==> config.mk <==
export PLATFORM = sky130hd
export DESIGN_NAME = uart_event_reporter
export DESIGN_NICKNAME = d
export VERILOG_FILES = /design/src/rtl/uart_event_reporter_pkg.sv /design/src/rtl/uart_event_reporter_fifo.sv /design/src/rtl/uart_event_reporter.sv
export SDC_FILE = /design/constraint.sdc
export NUM_CORES = 1
export LEC_CHECK = 0
export BUFFER_PORTS_ARGS = -buffer_cell sky130_fd_sc_hd__buf_2
export CORE_UTILIZATION = 50
export CTS_CLUSTER_DIAMETER = 30
export CTS_CLUSTER_SIZE = 8
export DETAILED_ROUTE_END_ITERATION = 6
export PLACE_DENSITY = 0.75
export SYNTH_ARGS = -nofsm -noshare
export SYNTH_HDL_FRONTEND = slang
export SYNTH_SLANG_ARGS = --single-unit
==> constraint.sdc <==
create_clock -name clk -period 3.4 [get_ports clk]
set_input_delay 0 -clock clk [delete_from_list [all_inputs] [get_ports clk]]
set_output_delay 0 -clock clk [all_outputs]
set_load 0.03 [all_outputs]
==> src/rtl/uart_event_reporter_pkg.sv <==
// Shared types for the UART event reporter: command codes, report kinds, FSM states.
// Also holds the ASCII tag characters and line terminators used on the wire.
// hex_ascii() turns a nibble into its upper-case ASCII hex digit.
package uart_event_reporter_pkg;

    // Command codes shared with the receive-side front end; NONE means "no command".
    typedef enum logic [2:0] {
        NONE,
        LEFT,
        RIGHT,
        DOWN,
        DROP,
        HOLD,
        ROTATE,
        ROTATE_REV
    } state_type;

    typedef enum logic [1:0] {
        REP_CMD,
        REP_SCORE,
        REP_OVER,
        REP_RSVD
    } report_kind_t;

    typedef enum logic [2:0] {
        ST_IDLE,
        ST_LOAD,
        ST_SEND,
        ST_WAIT_BUSY,
        ST_WAIT_IDLE
    } rep_fsm_t;

    // Command echo tags match the receiver's key letters so a log can be replayed.
    localparam logic [7:0] TAG_LEFT       = 8'h41; // 'A'
    localparam logic [7:0] TAG_RIGHT      = 8'h44; // 'D'
    localparam logic [7:0] TAG_DOWN       = 8'h57; // 'W'
    localparam logic [7:0] TAG_DROP       = 8'h53; // 'S'
    localparam logic [7:0] TAG_HOLD       = 8'h43; // 'C'
    localparam logic [7:0] TAG_ROTATE     = 8'h58; // 'X'
    localparam logic [7:0] TAG_ROTATE_REV = 8'h5A; // 'Z'
    localparam logic [7:0] TAG_SCORE      = 8'h50; // 'P'
    localparam logic [7:0] TAG_OVER       = 8'h47; // 'G'
    localparam logic [7:0] CHAR_CR        = 8'h0D;
    localparam logic [7:0] CHAR_LF        = 8'h0A;

    // One queued event; the tag byte is resolved when the event is accepted.
    typedef struct packed {
        report_kind_t kind;
        logic [7:0]   tag;
        logic [15:0]  arg;
    } rep_entry_t;

    function automatic logic [7:0] hex_ascii(input logic [3:0] d);
        return (d < 4'd10) ? (8'h30 + {4'h0, d}) : (8'h37 + {4'h0, d});
    endfunction

endpackage

==> src/rtl/uart_event_reporter_fifo.sv <==
// Generic synchronous FIFO holding queued report entries; no fall-through.
// Latency: a push is visible at head_dat one cycle later. Backpressure: full blocks push.
// Ports: clk/reset_n, push+push_dat, pop, full, empty, head_dat (entry at the read pointer).
module report_fifo #(
    parameter int DEPTH = 8,
    parameter int W     = 8
) (
    input  logic         clk,
    input  logic         reset_n,
    input  logic         push,
    input  logic [W-1:0] push_dat,
    input  logic         pop,
    output logic         full,
    output logic         empty,
    output logic [W-1:0] head_dat
);

    localparam int AW = $clog2(DEPTH);

    logic [AW-1:0] wr_ptr_q, wr_ptr_d;
    logic [AW-1:0] rd_ptr_q, rd_ptr_d;
    logic [AW:0]   count_q, count_d;
    logic [W-1:0]  mem_q [DEPTH];
    logic [W-1:0]  mem_d [DEPTH];
    logic          push_ok;
    logic          pop_ok;

    assign full     = (count_q == (AW+1)'(DEPTH));
    assign empty    = (count_q == '0);
    assign head_dat = mem_q[rd_ptr_q];

    // Guard against misuse so the count can never run past its bounds.
    assign push_ok = push & ~full;
    assign pop_ok  = pop & ~empty;

    always_comb begin
        mem_d    = mem_q;
        wr_ptr_d = wr_ptr_q;
        rd_ptr_d = rd_ptr_q;
        count_d  = count_q;
        if (push_ok) begin
            mem_d[wr_ptr_q] = push_dat;
            wr_ptr_d        = wr_ptr_q + AW'(1); // power-of-2 depth: wraps naturally
        end
        if (pop_ok) begin
            rd_ptr_d = rd_ptr_q + AW'(1);
        end
        case ({push_ok, pop_ok})
            2'b10:   count_d = count_q + (AW+1)'(1);
            2'b01:   count_d = count_q - (AW+1)'(1);
            default: count_d = count_q;
        endcase
    end

    // Storage needs no reset: nothing reads an entry before it is written.
    always_ff @(posedge clk) begin
        mem_q <= mem_d;
    end

    always_ff @(posedge clk) begin
        if (!reset_n) begin
            wr_ptr_q <= '0;
            rd_ptr_q <= '0;
            count_q  <= '0;
        end else begin
            wr_ptr_q <= wr_ptr_d;
            rd_ptr_q <= rd_ptr_d;
            count_q  <= count_d;
        end
    end

endmodule

==> src/rtl/uart_event_reporter.sv <==
// Queues game events and serialises each as an ASCII line ("X\r\n", "P0A3F\r\n", "G\r\n") to the uart.
// Latency: event into empty FIFO with idle uart -> first transmit strobe 3 cycles later.
// Backpressure: ev_ready = !full (registered count only); each byte waits for the uart busy/idle cycle.
// Ports: ev_valid/ev_kind/ev_cmd/ev_arg/ev_ready (event in), is_transmitting (uart busy),
//        transmit/tx_byte (uart start strobe + byte), busy (work pending or line in flight).
module uart_event_reporter
    import uart_event_reporter_pkg::*;
#(
    parameter int DEPTH      = 8,
    parameter int TX_TIMEOUT = 1024
) (
    input  logic         clk,
    input  logic         reset_n,
    input  logic         ev_valid,
    input  report_kind_t ev_kind,
    input  state_type    ev_cmd,
    input  logic [15:0]  ev_arg,
    output logic         ev_ready,
    input  logic         is_transmitting,
    output logic         transmit,
    output logic [7:0]   tx_byte,
    output logic         busy
);

    localparam int              TW       = (TX_TIMEOUT > 1) ? $clog2(TX_TIMEOUT) : 1;
    localparam logic [TW-1:0]   TMO_LAST = TW'(TX_TIMEOUT - 1);

    rep_fsm_t      state_q, state_d;
    logic [2:0]    idx_q, idx_d;
    logic [2:0]    last_q, last_d;
    rep_entry_t    msg_q, msg_d;
    logic [TW-1:0] tmo_q, tmo_d;
    logic          transmit_q, transmit_d;
    logic [7:0]    tx_byte_q, tx_byte_d;

    logic          fifo_full;
    logic          fifo_empty;
    logic          fifo_pop;
    logic          fifo_push;
    rep_entry_t    fifo_head;
    rep_entry_t    enq_entry;
    logic [7:0]    enq_tag;
    logic          enq_storable;

    // Byte at position i of the line described by m.
    function automatic logic [7:0] msg_byte(input rep_entry_t m, input logic [2:0] i);
        logic [7:0] b;
        b = CHAR_LF;
        if (i == 3'd0) begin
            b = m.tag;
        end else if (m.kind == REP_SCORE) begin
            case (i)
                3'd1:    b = hex_ascii(m.arg[15:12]);
                3'd2:    b = hex_ascii(m.arg[11:8]);
                3'd3:    b = hex_ascii(m.arg[7:4]);
                3'd4:    b = hex_ascii(m.arg[3:0]);
                3'd5:    b = CHAR_CR;
                default: b = CHAR_LF;
            endcase
        end else begin
            b = (i == 3'd1) ? CHAR_CR : CHAR_LF;
        end
        return b;
    endfunction

    // Tag lookup at enqueue. Unknown commands and the reserved kind are
    // handshaken but dropped, so they never occupy a FIFO slot.
    always_comb begin
        enq_tag      = 8'h00;
        enq_storable = 1'b0;
        case (ev_kind)
            REP_CMD: begin
                enq_storable = 1'b1;
                case (ev_cmd)
                    LEFT:       enq_tag = TAG_LEFT;
                    RIGHT:      enq_tag = TAG_RIGHT;
                    DOWN:       enq_tag = TAG_DOWN;
                    DROP:       enq_tag = TAG_DROP;
                    HOLD:       enq_tag = TAG_HOLD;
                    ROTATE:     enq_tag = TAG_ROTATE;
                    ROTATE_REV: enq_tag = TAG_ROTATE_REV;
                    default:    enq_storable = 1'b0;
                endcase
            end
            REP_SCORE: begin
                enq_storable = 1'b1;
                enq_tag      = TAG_SCORE;
            end
            REP_OVER: begin
                enq_storable = 1'b1;
                enq_tag      = TAG_OVER;
            end
            default: enq_storable = 1'b0;
        endcase
    end

    assign enq_entry = '{kind: ev_kind,
                         tag:  enq_tag,
                         arg:  (ev_kind == REP_SCORE) ? ev_arg : 16'h0000};

    assign ev_ready  = ~fifo_full;
    assign fifo_push = ev_valid & ev_ready & enq_storable;

    report_fifo #(
        .DEPTH (DEPTH),
        .W     ($bits(rep_entry_t))
    ) u_fifo (
        .clk      (clk),
        .reset_n  (reset_n),
        .push     (fifo_push),
        .push_dat (enq_entry),
        .pop      (fifo_pop),
        .full     (fifo_full),
        .empty    (fifo_empty),
        .head_dat (fifo_head)
    );

    always_comb begin
        state_d  = state_q;
        idx_d    = idx_q;
        last_d   = last_q;
        msg_d    = msg_q;
        tmo_d    = tmo_q;
        fifo_pop = 1'b0;
        case (state_q)
            ST_IDLE: begin
                // Snapshot the head so later events cannot disturb the line in flight.
                if (!fifo_empty && !is_transmitting) begin
                    fifo_pop = 1'b1;
                    msg_d    = fifo_head;
                    state_d  = ST_LOAD;
                end
            end
            ST_LOAD: begin
                idx_d   = 3'd0;
                last_d  = (msg_q.kind == REP_SCORE) ? 3'd6 : 3'd2;
                state_d = ST_SEND;
            end
            ST_SEND: begin
                tmo_d   = '0;
                state_d = ST_WAIT_BUSY;
            end
            ST_WAIT_BUSY: begin
                // A strobe the uart never acknowledged is retried with the same index.
                if (is_transmitting) begin
                    state_d = ST_WAIT_IDLE;
                end else if (tmo_q == TMO_LAST) begin
                    state_d = ST_SEND;
                end else begin
                    tmo_d = tmo_q + TW'(1);
                end
            end
            ST_WAIT_IDLE: begin
                if (!is_transmitting) begin
                    if (idx_q < last_q) begin
                        idx_d   = idx_q + 3'd1;
                        state_d = ST_SEND;
                    end else begin
                        state_d = ST_IDLE;
                    end
                end
            end
            default: state_d = ST_IDLE;
        endcase

        // Outputs are registered: the strobe is high exactly while in SEND,
        // and tx_byte keeps its last value between strobes.
        transmit_d = (state_d == ST_SEND);
        tx_byte_d  = transmit_d ? msg_byte(msg_d, idx_d) : tx_byte_q;
    end

    always_ff @(posedge clk) begin
        if (!reset_n) begin
            state_q    <= ST_IDLE;
            idx_q      <= '0;
            last_q     <= '0;
            msg_q      <= '0;
            tmo_q      <= '0;
            transmit_q <= 1'b0;
            tx_byte_q  <= 8'h00;
        end else begin
            state_q    <= state_d;
            idx_q      <= idx_d;
            last_q     <= last_d;
            msg_q      <= msg_d;
            tmo_q      <= tmo_d;
            transmit_q <= transmit_d;
            tx_byte_q  <= tx_byte_d;
        end
    end

    assign transmit = transmit_q;
    assign tx_byte  = tx_byte_q;
    assign busy     = ~fifo_empty | (state_q != ST_IDLE);

endmodule
==> results.md <==
Layout:
- From synthesis to final layout, the design area changed by 22.8%.
- The library cell used most frequently in the layout, excluding fill and tap cells, is sky130_fd_sc_hd__edfxtp_1.
- For this run, the share of the core covered by cells in the final layout is 0.632.
- In the layout the commonest cells are sky130_fd_sc_hd__edfxtp_1 (192), sky130_fd_sc_hd__nor2_1 (70), sky130_fd_sc_hd__dfxtp_1 (60), sky130_fd_sc_hd__clkbuf_16 (49), sky130_fd_sc_hd__mux4_2 (48).
- In the final layout, the share of cells above drive strength 1 is 0.261.
- The number of antenna diodes in the final layout is 0.
- The net total in the final layout is 880.

Synthesis:
- The combinational family with the most area after synthesis is multiplexers.
- The predominant post-synthesis flop cell is sky130_fd_sc_hd__edfxtp_1.
- The number of flops mapped to enable cells by yosys is 192.
- For this run, the number of Yosys warnings is 0.
- The sequential cell area fraction in the yosys report is 0.646.
- The area fraction in and, or, nand and nor cells after synthesis is 0.0923.
- After synthesis, the share of flip-flops with an asynchronous set or reset is 0.
- Counting flops and latches in the post-synthesis netlist gives 255.
- The mapped cell area is 10900 um^2.
- The number of different library cells used by synthesis comes to 73.
- The fraction of the mapped netlist area in adder cells is 0.0172.
- The mean instance size in the synthesized netlist is 14.8 um^2.
- The area fraction in compound gates after synthesis was 0.0652.
- The post-synthesis cell count is 736.
- Of the total synthesized cell area, the portion taken by XOR and XNOR cells is 0.0161.
- The multiplexer fraction of the synthesized cell area is 0.139.
- The post-synthesis net count is 776.

Floorplan:
- The total core area is 21200 um^2.
- The number of top-level pins is 36.
- The die is 150 um wide.
- The floorplan step set the die height to 150 um.
- The initial utilization of the core area, before any placement, comes to 0.515.
- The die area is 22400 um^2.
- The site row count is 53.

Drt:
- The met3 routed wirelength is 1.24 mm.
- The sum of met2 wire segment lengths after detailed routing is 11.2 mm.
- The detailed router placed 6577 vias in this run.
- After detailed routing, the average wire length per cell comes to 20.4 um.
- For this block, wires on met1 add up to 10.4 mm.
- For this block, the routed nets add up to 23.5 mm of wire.
- The first detailed-routing pass ran for 5 iterations.
- The uppermost layer routed is met4.
- The number of violations reported at the end of detailed-routing iteration 0 is 620.
- In this run the remaining antenna-violating nets after routing total 0.
- The average vias per placed instance is 5.71.
- The DRC violation count after routing is 0.

Timing:
- The final hold violation count is 0.
- The worst pin sits at a relative slew slack of 0.343.
- The setup TNS is 0 ps.
- The maximum clock rate is 314 MHz.
- The total of endpoints with negative setup slack in the final report is 0.
- The worst path in the final design needs a cycle of 3190 ps, including I/O delays and setup.
- The worst path setup slack after routing is 213 ps.
- The share of the cycle needed by the critical path after routing is 0.937.
- The count of pins over their slew limit is 0.
- Setup repair after global routing left no endpoint under its margin.
- The worst-margin pin slew is 976 ps.
- The setup skew after layout is 41.7 ps.

Power:
- The share of power burned in combinational logic is 0.220.
- The worst-case IR drop observed on VDD is 0.000537 V.
- The share of total power dissipated in sequential elements is 0.342.
- Internal power comes to 7890 uW.
- The areal power density over the cells is 820 nW/um^2.
- The design draws 11000 uW.
- The total net switching power is 3070 uW.
- The share of total power dissipated in the clock network is 0.438.
- The leakage power total is 0.00461 uW.
- The switching part of the total power is 0.280.

Critical path:
- The worst setup path is launched from a register.
- The data required time of the worst path is 3870 ps.
- The endpoint arrival time on the critical path is 3650 ps.
- The number of buffers and inverters on the critical path is 2.
- In this run the worst path has a maximum fanout of 23.
- The category of cells accounting for the largest share of critical-path delay is compound AO/OA/AOI/OAI gates.
- The setup path with the least slack is of type register to register.
- The nature of the critical path endpoint is a register.
- On the critical path, the stage with the largest delay is an instance of sky130_fd_sc_hd__dfxtp_2.
- For this run, the slowest stage of the critical path takes 560 ps.
- The critical path goes through buf_12 > mux4_2 > mux2i_1 > nor2_1 > a21oi_1 > ha_1 > inv_1 > a211oi_1 > xnor2_1 > a22oi_1 > a311o_1 > o21ai_2.
- Setup slack on the worst reg-to-reg path comes out at 210 ps.

Clock network:
- Gates resized during post-CTS repair numbered 0.
- The total CTS buffers is 49.
- The post-CTS clock slew at the launch and capture registers of the worst setup and hold paths is 50 ps.
- The cell at the root of the clock tree is sky130_fd_sc_hd__clkbuf_16.
- The number of buffers between clock root and the deepest sink is 3.
- Clock latency on the worst-skew pair, taken at its later pin, is 560 ps.
- The count of hold-fix buffers inserted at cts is 22.
- The clock tree from TritonCTS is yes.
- The count of H-tree levels built during CTS is 2.
- The buffer count from post-CTS setup fixing is 0.
- For this design, the sink count on the clock tree is 255.

Min path:
- The path class of the tightest hold or removal check is input pin to register.

GRT:
- The first global-routing pass estimated 36.8 mm of wire.
- The initial antenna violation count is 0.
- Entering global routing, the biggest net connects 43 pins.
- For this run, the total global-route usage over all layers was measured as 0.221.
- After global routing the overflow that remains totals 0.
- The via count of the first global-routing pass is 6533.

Placement:
- The number of buffers inserted by port buffering is 35.
- The congestion estimate from routability-driven global placement came to 0.946.
- The placed wire-length estimate is 13.6 mm.
- The worst setup slack after placement is 291 ps.

Run status:
- The flow ran to the end, and the final reports show no timing, DRC or antenna violations.

Flow run:
- Max-cap violations in this run came to 0.
## final timing paths
check | startpoint | end | depth (start not counted)
setup / recovery | u_fifo.rd_ptr_q[0]$_SDFFE_PN0P_ | tx_byte[2]$_SDFFE_PN0P_ | 12
hold / removal | ev_arg[6] | u_fifo.mem_q[84]$_DFFE_PP_ | 2
setup reg to reg | u_fifo.rd_ptr_q[0]$_SDFFE_PN0P_ | tx_byte[2]$_SDFFE_PN0P_ | 12
hold reg to reg | tx_byte[7]$_SDFFE_PN0P_ | tx_byte[7]$_SDFFE_PN0P_ | 2
## cells in the mapped netlist, types with 10 or more instances
master,n,area share
sky130_fd_sc_hd__mux2i_1,19,0.017
sky130_fd_sc_hd__nand2_1,31,0.011
sky130_fd_sc_hd__dfxtp_1,63,0.12
sky130_fd_sc_hd__nand3_1,14,0.0064
sky130_fd_sc_hd__nor2_1,76,0.026
sky130_fd_sc_hd__mux2_2,11,0.011
sky130_fd_sc_hd__a21oi_1,37,0.017
sky130_fd_sc_hd__inv_1,14,0.0048
sky130_fd_sc_hd__nand2b_1,10,0.0057
sky130_fd_sc_hd__edfxtp_1,192,0.53
sky130_fd_sc_hd__ha_1,15,0.017
sky130_fd_sc_hd__mux4_2,48,0.099
sky130_fd_sc_hd__nor3_1,16,0.0074
sky130_fd_sc_hd__xor2_1,12,0.0097
sky130_fd_sc_hd__and2_1,21,0.012
sky130_fd_sc_hd__clkbuf_1,15,0.0052
sky130_fd_sc_hd__o21ai_0,24,0.011
## power by group through the flow
stage | Combinational, uW | Clock (uW) | Sequential, uW
2_1_floorplan | 1850 | 0 | 3740
3_3_place_gp | 2330 | 0 | 3800
3_5_place_dp | 2350 | 0 | 3800
4_1_cts | 2410 | 4860 | 3750
5_1_grt | 2630 | 5020 | 3780
6_report | 2410 | 4800 | 3750
## sequential cells by signal, indices dropped and copies added (netlist names)
register,flops
u_fifo.count_q,4
u_fifo.mem_q,192
u_fifo.rd_ptr_q,3
msg_q,26
u_fifo.wr_ptr_q,3
state_q,3
idx_q,3
tmo_q,10
last_q,2
transmit,1
tx_byte,8
## through the flow
stage | cells | area [um^2] | hold WS (ps)
final | 1152 | 13400 | 18.8
after global routing | 1152 | 13400 | 36.4
after CTS | 1152 | 13400 | 2.18
after detailed placement | 1042 | 11500 | 323
after global placement | 1042 | 11500 | 313
after floorplan | 736 | 10900 | 98.9
## routing by layer
layer | track usage | vias to the layer above
met3 | 0.0405 | 54
li1 | - | 3050
met4 | 0.0827 | 0
met2 | 0.348 | 205
met5 | 0 | -
met1 | 0.306 | 3268
## cell type report
type / count / area [um^2]
inverter: 16 / 62.6
multi-input combinational: 431 / 3620
clock buffer: 58 / 1260
tap: 275 / 344
fill: 1478 / 7790
clock inverter: 30 / 402
sequential: 255 / 7030
timing repair buffer: 87 / 646
## kinds of logic (layout without fill, tap and decap cells)
family,after synthesis,in the layout
DFF,255,255
and+or+nand+nor,201,201
AOI/OAI and AO/OA,110,110
muxes,85,85
buffers and inverters,50,191
xor gates and xnor gates,20,20
adders and majority gates,15,15
Power figures use the tool's default switching activity.
